[src/rtl/shift_dot_accum_if.sv]
// shift_dot_accum_if
//   Beat and result channels for the shift_dot_accum engine.
//
//   Handshake: a producer holds a transfer stable while its valid is high.
//   The transfer completes on the rising clock edge where valid & ready are
//   both 1. Ready never depends on valid in the same cycle.
//   Input channel:  ivalid / oready, payload ifirst, ilast,
//                   feature_values, filter_values.
//   Output channel: ovalid / iready, payload dot_accum, ovf.
//
//   Modports:
//     master - the upstream/downstream side (drives beats and iready)
//     slave  - the engine (drives oready and the result)
interface shift_dot_accum_if #(
    parameter int LANES  = 16,
    parameter int FEAT_W = 8,
    parameter int WGT_W  = 8,
    parameter int ACC_W  = 32
);
    logic                      ivalid;
    logic                      oready;
    logic                      ifirst;
    logic                      ilast;
    logic [LANES*FEAT_W-1:0]   feature_values;
    logic [LANES*WGT_W-1:0]    filter_values;
    logic                      ovalid;
    logic                      iready;
    logic [ACC_W-1:0]          dot_accum;
    logic                      ovf;

    modport master (
        output ivalid, ifirst, ilast, feature_values, filter_values, iready,
        input  oready, ovalid, dot_accum, ovf
    );

    modport slave (
        input  ivalid, ifirst, ilast, feature_values, filter_values, iready,
        output oready, ovalid, dot_accum, ovf
    );
endinterface

[src/rtl/shift_dot_accum.sv]
// shift_dot_accum
//   Pipelined dot product with power-of-two weights. Every lane term is
//   +/-(feature << shift) or zero; the terms are summed by a registered
//   pairwise adder tree and accumulated across a first/last delimited group.
//
//   Pipeline: input register -> decode register -> log2(LANES) tree levels
//   -> accumulator. A beat accepted at edge t produces its result at edge
//   t + log2(LANES) + 2. One global enable (en = ~ovalid | iready) freezes
//   every stage, so a stalled result holds and no beat is lost.
//
//   Ports:
//     clock   rising-edge clock
//     resetn  asynchronous active-low reset
//     bus     shift_dot_accum_if.slave (beat in, result out)
//
//   Weight code per lane: [WGT_W-1] negate, [WGT_W-2] zero, [SHIFT_W-1:0]
//   shift. Any code bits between the shift field and the zero bit are
//   ignored.
module shift_dot_accum #(
    parameter int LANES   = 16,
    parameter int FEAT_W  = 8,
    parameter int WGT_W   = 8,
    parameter int SHIFT_W = 5,
    parameter int ACC_W   = 32
) (
    input logic               clock,
    input logic               resetn,
    shift_dot_accum_if.slave  bus
);
    localparam int LEVELS = $clog2(LANES);
    localparam int NODES  = LANES - 1;

    logic en;
    assign en = ~bus.ovalid | bus.iready;
    assign bus.oready = en;

    // Reserved weight-code bits do not affect the result.
    logic unused_wgt;
    assign unused_wgt = ^bus.filter_values;

    // ---------------------------------------------------------------
    // Input register: capture the beat and split the weight fields.
    // ---------------------------------------------------------------
    logic                in_valid_q;
    logic                in_first_q;
    logic                in_last_q;
    logic [FEAT_W-1:0]   feat_q  [LANES];
    logic [SHIFT_W-1:0]  shift_q [LANES];
    logic [LANES-1:0]    neg_q;
    logic [LANES-1:0]    zero_q;

    always_ff @(posedge clock or negedge resetn) begin
        if (!resetn) begin
            in_valid_q <= 1'b0;
            in_first_q <= 1'b0;
            in_last_q  <= 1'b0;
            neg_q      <= '0;
            zero_q     <= '0;
            for (int i = 0; i < LANES; i++) begin
                feat_q[i]  <= '0;
                shift_q[i] <= '0;
            end
        end else if (en) begin
            in_valid_q <= bus.ivalid;
            in_first_q <= bus.ifirst;
            in_last_q  <= bus.ilast;
            for (int i = 0; i < LANES; i++) begin
                feat_q[i]  <= bus.feature_values[i*FEAT_W +: FEAT_W];
                shift_q[i] <= bus.filter_values[i*WGT_W +: SHIFT_W];
                neg_q[i]   <= bus.filter_values[i*WGT_W + WGT_W - 1];
                zero_q[i]  <= bus.filter_values[i*WGT_W + WGT_W - 2];
            end
        end
    end

    // ---------------------------------------------------------------
    // Decode: each lane works only on its own feature and code.
    // ---------------------------------------------------------------
    logic [ACC_W-1:0] term_d [LANES];

    always_comb begin
        for (int i = 0; i < LANES; i++) begin
            term_d[i] = '0;
            if (!zero_q[i]) begin
                term_d[i] = ACC_W'($signed(feat_q[i])) << shift_q[i];
                if (neg_q[i]) begin
                    term_d[i] = -term_d[i];
                end
            end
        end
    end

    logic             d_valid_q;
    logic             d_first_q;
    logic             d_last_q;
    logic [ACC_W-1:0] term_q [LANES];

    always_ff @(posedge clock or negedge resetn) begin
        if (!resetn) begin
            d_valid_q <= 1'b0;
            d_first_q <= 1'b0;
            d_last_q  <= 1'b0;
            for (int i = 0; i < LANES; i++) begin
                term_q[i] <= '0;
            end
        end else if (en) begin
            d_valid_q <= in_valid_q;
            d_first_q <= in_first_q;
            d_last_q  <= in_last_q;
            for (int i = 0; i < LANES; i++) begin
                term_q[i] <= term_d[i];
            end
        end
    end

    // ---------------------------------------------------------------
    // Adder tree, heap ordered: node n sums children 2n+1 and 2n+2.
    // Child indices >= NODES are decode terms (leaf = index - NODES).
    // Every node is registered, so all leaves reach the root after
    // exactly LEVELS enabled cycles.
    // ---------------------------------------------------------------
    logic [ACC_W-1:0] node_q [NODES];
    logic [ACC_W-1:0] lhs_c  [NODES];
    logic [ACC_W-1:0] rhs_c  [NODES];

    for (genvar n = 0; n < NODES; n++) begin : g_node
        if (2*n + 1 >= NODES) begin : g_lhs_leaf
            assign lhs_c[n] = term_q[2*n + 1 - NODES];
        end else begin : g_lhs_node
            assign lhs_c[n] = node_q[2*n + 1];
        end
        if (2*n + 2 >= NODES) begin : g_rhs_leaf
            assign rhs_c[n] = term_q[2*n + 2 - NODES];
        end else begin : g_rhs_node
            assign rhs_c[n] = node_q[2*n + 2];
        end
    end

    // Sideband travels with the tree; index LEVELS-1 is aligned with the root.
    logic [LEVELS-1:0] tv_q;
    logic [LEVELS-1:0] tf_q;
    logic [LEVELS-1:0] tl_q;

    always_ff @(posedge clock or negedge resetn) begin
        if (!resetn) begin
            tv_q <= '0;
            tf_q <= '0;
            tl_q <= '0;
            for (int n = 0; n < NODES; n++) begin
                node_q[n] <= '0;
            end
        end else if (en) begin
            for (int n = 0; n < NODES; n++) begin
                node_q[n] <= lhs_c[n] + rhs_c[n];
            end
            for (int k = LEVELS - 1; k > 0; k--) begin
                tv_q[k] <= tv_q[k-1];
                tf_q[k] <= tf_q[k-1];
                tl_q[k] <= tl_q[k-1];
            end
            tv_q[0] <= d_valid_q;
            tf_q[0] <= d_first_q;
            tl_q[0] <= d_last_q;
        end
    end

    // ---------------------------------------------------------------
    // Accumulator. A group starts on a first beat or on any beat that
    // follows a last beat (group_done), so a missing ifirst after a
    // completed group or after reset still opens a fresh group.
    // ---------------------------------------------------------------
    logic [ACC_W-1:0] acc_q;
    logic             ovf_q;
    logic             ovalid_q;
    logic             group_done_q;
    logic [ACC_W-1:0] root;
    logic [ACC_W-1:0] acc_sum;
    logic             add_ovf;
    logic             tree_valid;
    logic             tree_start;
    logic             tree_last;

    assign root       = node_q[0];
    assign tree_valid = tv_q[LEVELS-1];
    assign tree_last  = tl_q[LEVELS-1];
    assign tree_start = tf_q[LEVELS-1] | group_done_q;
    assign acc_sum    = acc_q + root;
    // Signed overflow: operands share a sign that the wrapped sum lost.
    assign add_ovf    = (acc_q[ACC_W-1] == root[ACC_W-1]) &&
                        (acc_sum[ACC_W-1] != acc_q[ACC_W-1]);

    always_ff @(posedge clock or negedge resetn) begin
        if (!resetn) begin
            acc_q        <= '0;
            ovf_q        <= 1'b0;
            ovalid_q     <= 1'b0;
            group_done_q <= 1'b1;
        end else if (en) begin
            ovalid_q <= tree_valid & tree_last;
            if (tree_valid) begin
                if (tree_start) begin
                    acc_q <= root;
                    ovf_q <= 1'b0;
                end else begin
                    acc_q <= acc_sum;
                    ovf_q <= ovf_q | add_ovf;
                end
                group_done_q <= tree_last;
            end
        end
    end

    assign bus.ovalid    = ovalid_q;
    assign bus.dot_accum = acc_q;
    assign bus.ovf       = ovf_q;
endmodule

[src/flat_wrapper.sv]
// flat-port wrapper written by rule: the top's interface ports become plain ports
module shift_dot_accum_flat 
#(
    parameter int LANES   = 16,
    parameter int FEAT_W  = 8,
    parameter int WGT_W   = 8,
    parameter int SHIFT_W = 5,
    parameter int ACC_W   = 32
)
  (clock, resetn, bus_ivalid, bus_ifirst, bus_ilast, bus_feature_values, bus_filter_values, bus_iready, bus_oready, bus_ovalid, bus_dot_accum, bus_ovf);
  shift_dot_accum_if #(.LANES(LANES), .FEAT_W(FEAT_W), .WGT_W(WGT_W), .ACC_W(ACC_W)) bus_i ();
  input logic clock;
  input logic resetn;
  input wire logic [$bits(bus_i.ivalid)-1:0] bus_ivalid;
  input wire logic [$bits(bus_i.ifirst)-1:0] bus_ifirst;
  input wire logic [$bits(bus_i.ilast)-1:0] bus_ilast;
  input wire logic [$bits(bus_i.feature_values)-1:0] bus_feature_values;
  input wire logic [$bits(bus_i.filter_values)-1:0] bus_filter_values;
  input wire logic [$bits(bus_i.iready)-1:0] bus_iready;
  output wire logic [$bits(bus_i.oready)-1:0] bus_oready;
  output wire logic [$bits(bus_i.ovalid)-1:0] bus_ovalid;
  output wire logic [$bits(bus_i.dot_accum)-1:0] bus_dot_accum;
  output wire logic [$bits(bus_i.ovf)-1:0] bus_ovf;
  assign bus_i.ivalid = bus_ivalid;
  assign bus_i.ifirst = bus_ifirst;
  assign bus_i.ilast = bus_ilast;
  assign bus_i.feature_values = bus_feature_values;
  assign bus_i.filter_values = bus_filter_values;
  assign bus_i.iready = bus_iready;
  assign bus_oready = bus_i.oready;
  assign bus_ovalid = bus_i.ovalid;
  assign bus_dot_accum = bus_i.dot_accum;
  assign bus_ovf = bus_i.ovf;
  shift_dot_accum #(.LANES(LANES), .FEAT_W(FEAT_W), .WGT_W(WGT_W), .SHIFT_W(SHIFT_W), .ACC_W(ACC_W)) u_core (.clock(clock), .resetn(resetn), .bus(bus_i));
endmodule
[config.mk]
export PLATFORM = sky130hd
export DESIGN_NAME = shift_dot_accum_flat
export DESIGN_NICKNAME = d
export VERILOG_FILES = /design/src/rtl/shift_dot_accum_if.sv /design/src/rtl/shift_dot_accum.sv /design/src/flat_wrapper.sv
export SDC_FILE = /design/constraint.sdc
export NUM_CORES = 2
export LEC_CHECK = 0
export BUFFER_PORTS_ARGS = -buffer_cell sky130_fd_sc_hd__buf_2
export CAP_MARGIN = 40
export CORE_UTILIZATION = 58
export CTS_CLUSTER_DIAMETER = 120
export DETAILED_ROUTE_END_ITERATION = 10
export PLACE_DENSITY = 0.78
export SYNTH_ARGS = -nofsm -noshare
export SYNTH_HDL_FRONTEND = slang
export SYNTH_SLANG_ARGS = --single-unit
[constraint.sdc]
create_clock -name clock -period 3.56 [get_ports clock]
set_clock_uncertainty 0.15 [all_clocks]
set_input_delay 0.712 -clock clock [delete_from_list [all_inputs] [get_ports clock]]
set_output_delay 0.712 -clock clock [all_outputs]
set_load 0.1 [all_outputs]
After elaboration in Yosys (flattened, before gate mapping)
Index checks and enable logic that the tools add are counted.

Reduce and logical (&&, ||, !) cells: 2. Shift-type cells: 16. Equal/unequal tests: 2. Add/sub/neg operators: 32. Mux-type cells: 34. Bitwise operators: 5.

Operator list (count): two-way mux 32 bit (33); adder 32 bit (16); negator 32 bit (16); left shift 32 x 5 -> 32 bit (16); bitwise OR 1 bit (3); AND reduction 2 bit (1); AND 1 bit (1); == test 1 bit (1); logical AND 1 bit (1); two-way mux 1 bit (1); != test 1 bit (1); NOT 1 bit (1).

Bits of input ports: 262. Logic and storage cells: 169. Output and inout port bits: 35. Bits in registers: 1285.

Logic depth before layout (Yosys ltp)
Word-level depth: 5. Depth in mapped cells: 16. Depth with buffers taken out: 13.

Worst setup path before layout
No wires, ideal clock.

Path type: register -> output. Start: register u_core.ovalid_q (netlist: u_core.bus.ovalid). End: output port bus_oready. Required time: 2.698 ns. Slack: -0.797 ns. Cell stages (with the launch flop): 9. Arrival time: 3.495 ns. Path buffers: 6. Cells stage by stage: dfrtp_1 nor2b_1 clkbuf_1 inv_1 clkbuf_1 clkbuf_1 clkbuf_1 clkbuf_1 clkbuf_1.

Longest elaborated chain between the ends: 2.

RTL lines: start, declared (RTL line shift_dot_accum.sv:174) `logic ovalid_q;`; start signal, assigned (RTL line shift_dot_accum.sv:199) `ovalid_q <= tree_valid & tree_last;`; NOT 1 bit (RTL line shift_dot_accum.sv:34) `assign en = ~bus.ovalid | bus.iready;`; bitwise OR 1 bit (RTL line shift_dot_accum.sv:34); end, declared (RTL line flat_wrapper.sv:20) `output wire logic [$bits(bus_i.oready)-1:0] bus_oready;`.

No other way between the ends.

Worst setup path in the final report
Start: register u_core.shift_q[66] in the netlist's numbering. End: register u_core.term_q (netlist bit u_core.lhs_c[222]).

Longest elaborated chain between the ends: 4.

RTL lines: start, declared (RTL line shift_dot_accum.sv:48) `logic [SHIFT_W-1:0] shift_q [LANES];`; start signal, assigned by index (RTL line shift_dot_accum.sv:69) `shift_q[i] <= bus.filter_values[i*WGT_W +: SHIFT_W];`; left shift 32 x 5 -> 32 bit * (RTL line shift_dot_accum.sv:85) `term_d[i] = ACC_W'($signed(feat_q[i])) << shift_q[i];`; negator 32 bit (RTL line shift_dot_accum.sv:87) `term_d[i] = -term_d[i];`; two-way mux 32 bit * (RTL line shift_dot_accum.sv:86) `if (neg_q[i]) begin`; two-way mux 32 bit * (RTL line shift_dot_accum.sv:84) `if (!zero_q[i]) begin`; end signal, assigned by index (RTL line shift_dot_accum.sv:111) `term_q[i] <= term_d[i];`; end, declared (RTL line shift_dot_accum.sv:96) `logic [ACC_W-1:0] term_q [LANES];`.

Mark *: on every way between the ends. The rest lies on a longest branch, timed or not. A chain may end at the register's enable or synchronous reset.

==> results.json <==
{
  "first_pass_grt_wire_length_um": 482000,
  "core-area_mm2": 0.167,
  "postSynthAreaPerCell_um2": 8.13,
  "grt_util_all_layers_pct": 34.8,
  "synthArstFlopShare_pct": 100,
  "worst_setup_slack_post_dpl_ns": -0.151,
  "route.detailed.vias_per_inst": 6.23,
  "via_count_of_the_first_global_routing_pass": 89300,
  "drc": 0,
  "drt-initial-drc-count": 8788,
  "boundary_pin_count": 297,
  "synthFlopType": "sky130_fd_sc_hd__dfrtp_1",
  "power.density_cell_area_mw_per_mm2": 1000,
  "critPathArrivalTime_ns": 4.09,
  "detail_placement_hpwl_um": 227000,
  "fillers": 13600,
  "power.switching_mw": 55.1,
  "timing_hold_violations_final": 0,
  "yosysUniqueCellTypes": 106,
  "die_width_um": 412,
  "final.min_clock_period_ns": 3.59,
  "synth.net_count": 12800,
  "post-route-util_pct": 68.8,
  "cts.clk_slew.worst_paths_ns": 0.06,
  "synthesis_warning_total": 0,
  "p_seq_share_pct": 23.7,
  "wl_per_cell_um": 20.2,
  "fin_crit_sh_pct": 101,
  "cp_data_required_time_ns": 4.06,
  "floorplan.die_area_mm2": 0.170,
  "route.antenna.remaining_nets": 0,
  "cell_internal_pwr_mw": 60.5,
  "clock_insertion_delay_worst_skew_ns": 0.81,
  "number_of_antenna_violations_at_the_first_check_in_global_routing": 1,
  "max_slew.worst_pin.slew_ns": 0.990,
  "total_wire_length_after_detailed_routing_um": 306000,
  "cts_root_buffer": "sky130_fd_sc_hd__clkbuf_16",
  "final-instance-count-excl-fill": 15200,
  "clock_power_share_pct": 14.4,
  "syn_inst": 12000,
  "fin_total_pwr_mw": 116,
  "min_path_type": "input port to register",
  "ys_seq_elements": 1285,
  "multi_input_comb_area_mm2": 0.0628,
  "timing.critical_path.fanout_max": 17,
  "floorplan.rows": 150,
  "synth_edf_count": 0,
  "cts_tree": "done",
  "fp.dieH_um": 412,
  "drt_pass1_iterations": 7,
  "worst_slack_ns": -0.0318,
  "numPortBuffers": 280,
  "detailroute.via_count": 94500,
  "grt-ovfl-total": 0,
  "layout_area_overhead_pct": 17.8,
  "setup_viol_count_final": 3,
  "comb_power_share_pct": 61.9,
  "area.sequential_mm2": 0.0322,
  "slew_viol_final": 0,
  "synth.yosys.seq_area_share_pct": 32.9,
  "cts-buffers-inserted": 150,
  "switching_share_pct": 47.7,
  "htree_depth": 4,
  "maxCapViolCount": 0,
  "clock-sinks": 1285,
  "final.setup.tns_ns": -0.0764,
  "timing.setup.critical_path_class": "register to register",
  "leakage_power_of_the_design_nw": 52.6,
  "status": "finished, violations left",
  "slew-limit-headroom_pct": 34.0,
  "startpoint_type": "register",
  "fmax_mhz": 278,
  "layout-drive-gt1-share_pct": 15.0,
  "clockBufferDepth": 3,
  "gpl.final_weighted_congestion": 0.989,
  "crit_path_capture_type": "register",
  "violated_checks": "negative setup slack",
  "irDropWorstVdd_mv": 0.733,
  "start_util_pct": 58.4,
  "unrepaired_setup_endpoints_after_global_routing": "yes",
  "placed_cells_incl_taps": 14600,
  "synth.cell_area_mm2": 0.0977,
  "fin_nets": 13600,
  "grt_max_degree": 142
}
[logic make-up (layout without fill, tap and decap cells)]
logic type | after synthesis | after routing | synth area share (%)
xor+xnor | 817 | 817 | 7.33
mux | 341 | 341 | 4.86
simple gates | 4102 | 4102 | 18.6
buf+inv | 1013 | 1949 | 4.04
other cells | 0 | 1 | 0
compound gates | 3936 | 3936 | 25.4
flops | 1285 | 1285 | 32.9
fa+ha+maj | 528 | 528 | 6.89
[path summary, 6_finish.rpt]
check,start,endpoint,slack (ns),cells past startpoint
worst max-delay path,u_core.shift_q[66]$_DFFE_PN0N_,u_core.lhs_c[222]$_DFFE_PN0N_,-0.03,11
worst min-delay path,bus_filter_values[70],u_core.zero_q[8]$_DFFE_PN0N_,0.06,3
worst max register to register,u_core.shift_q[66]$_DFFE_PN0N_,u_core.lhs_c[222]$_DFFE_PN0N_,-0.03,11
worst min register to register,u_core.tf_q[2]$_DFFE_PN0N_,u_core.tf_q[2]$_DFFE_PN0N_,0.32,2
max in group asynchronous,resetn,u_core.lhs_c[355]$_DFFE_PN0N_,1.73,3
min in group asynchronous,resetn,u_core.root[3]$_DFFE_PN0N_,0.36,2
[cell type report]
| type | count | area share, % |
|---|---|---|
| Antenna cell | 1 | 0.00217 |
| Clock buffer | 203 | 3.72 |
| Clock inverter | 71 | 0.886 |
| Inverter | 295 | 0.978 |
| Multi-Input combinational cell | 9724 | 54.6 |
| Sequential cell | 1285 | 28.0 |
| Tap cell | 2204 | 2.40 |
| Timing Repair Buffer | 1380 | 9.44 |
[layer usage]
metal,GRT usage (%),vias to the layer above,wire length (um)
li1,-,44800,-
met1,47.9,45700,134000
met2,57.0,3265,142000
met3,4.00,618,18100
met4,11.8,2,11100
met5,0,-,7
[timing repair]
action                     in CTS  in global routing
hold buffers                  241                  0
setup endpoints to repair      28                230
gates resized for setup        24                317
buffers inserted                0                 41
pin swaps                       4                 49
hold endpoints to repair      289                  0
gates cloned                    0                  2
[metrics by stage]
stage | cell area (um2) | hold slack, ns
floorplan | 97700 | 0.266
global placement | 106000 | 0.301
detailed placement | 106000 | 0.306
CTS | 113000 | 0.0000666
global route | 115000 | 0.0329
finish | 115000 | 0.0642
[synth_stat cells, drive strengths merged (95+ instances only)]
cell       n  area share [%]
nand2   2003             7.7
ha       512             6.6
buf      135            0.67
o21ai   1216             6.2
clkbuf   583             2.2
xnor2    409             3.7
nand2b   133            0.87
nor2b    113            0.72
mux2i    194             2.0
inv      284             1.1
a21o     257             2.0
dfrtp   1284              33
a22o      97            0.87
nor2     929             3.6
o31ai    193             1.5
o21a      95            0.73
a31oi    171             1.1
nor3     159            0.82
mux4     102             2.4
a21oi    986             5.1
nand3    227             1.2
xor2     408             3.7
a211oi   136             1.1
[state kept, by name, summed over array words and instances (netlist names), 4 cells and up]
| register | count |
|---|---|
| u_core.rhs_c | 256 |
| u_core.feat_q | 128 |
| u_core.root | 32 |
| u_core.node_q | 224 |
| u_core.bus.dot_accum | 32 |
| u_core.lhs_c | 480 |
| u_core.zero_q | 16 |
| u_core.tf_q | 4 |
| u_core.neg_q | 16 |
| u_core.tv_q | 4 |
| u_core.tl_q | 4 |
| u_core.shift_q | 80 |
[worst max-delay path, stage by stage (launching register included)]
cell	delay [ns]
sky130_fd_sc_hd__dfrtp_2	0.45
sky130_fd_sc_hd__buf_4	0.16
sky130_fd_sc_hd__clkbuf_16	0.17
sky130_fd_sc_hd__and3_1	0.19
sky130_fd_sc_hd__or3_1	0.36
sky130_fd_sc_hd__a32oi_1	0.35
sky130_fd_sc_hd__o21ai_1	0.16
sky130_fd_sc_hd__or4_4	0.54
sky130_fd_sc_hd__or3_1	0.42
sky130_fd_sc_hd__o21ai_0	0.22
sky130_fd_sc_hd__xor2_1	0.17
sky130_fd_sc_hd__o21ai_0	0.09
[cells in the final DEF (no fill, tap or decap), types with 42 or more instances in the layout]
master	netlist	routed
sky130_fd_sc_hd__a21boi_0	47	44
sky130_fd_sc_hd__nor3_1	158	156
sky130_fd_sc_hd__xnor2_1	409	407
sky130_fd_sc_hd__o21a_1	95	95
sky130_fd_sc_hd__ha_1	512	503
sky130_fd_sc_hd__a21o_1	257	257
sky130_fd_sc_hd__a21oi_1	986	967
sky130_fd_sc_hd__or2_2	72	71
sky130_fd_sc_hd__mux4_2	102	102
sky130_fd_sc_hd__a22o_1	97	97
sky130_fd_sc_hd__a31oi_1	171	166
sky130_fd_sc_hd__or3_1	71	68
sky130_fd_sc_hd__clkbuf_16	0	155
sky130_fd_sc_hd__mux2_2	45	44
sky130_fd_sc_hd__a211o_1	42	42
sky130_fd_sc_hd__o211ai_1	58	58
sky130_fd_sc_hd__and2_1	72	72
sky130_fd_sc_hd__buf_4	13	800
sky130_fd_sc_hd__dfrtp_1	1284	1237
sky130_fd_sc_hd__nor2_1	929	926
sky130_fd_sc_hd__nand2b_1	131	131
sky130_fd_sc_hd__o21ai_1	13	51
sky130_fd_sc_hd__o21ai_0	1203	1161
sky130_fd_sc_hd__xor2_1	408	408
sky130_fd_sc_hd__nor2b_1	113	112
sky130_fd_sc_hd__buf_12	0	42
sky130_fd_sc_hd__nand4_1	56	56
sky130_fd_sc_hd__nand3_1	227	227
sky130_fd_sc_hd__inv_1	282	280
sky130_fd_sc_hd__and3_1	67	66
sky130_fd_sc_hd__o22ai_1	78	74
sky130_fd_sc_hd__o31ai_1	190	171
sky130_fd_sc_hd__a211oi_1	135	111
sky130_fd_sc_hd__nand2_1	2003	2002
sky130_fd_sc_hd__mux2i_1	194	166
sky130_fd_sc_hd__dlygate4sd3_1	0	241
sky130_fd_sc_hd__buf_2	71	280
sky130_fd_sc_hd__o21bai_1	84	83
sky130_fd_sc_hd__dfrtp_2	0	45
[power groups by stage]
stage / registers [mW] / logic (mW) / clock network, mW
2_1_floorplan: 25.1 / 48.1 / 0
3_3_place_gp: 27.1 / 66.4 / 0
3_5_place_dp: 27.2 / 68.0 / 0
4_1_cts: 27.1 / 68.9 / 16.9
5_1_grt: 27.8 / 78.0 / 17.5
6_report: 27.4 / 71.5 / 16.7
No activity file was read; power rests on OpenSTA's default activity.
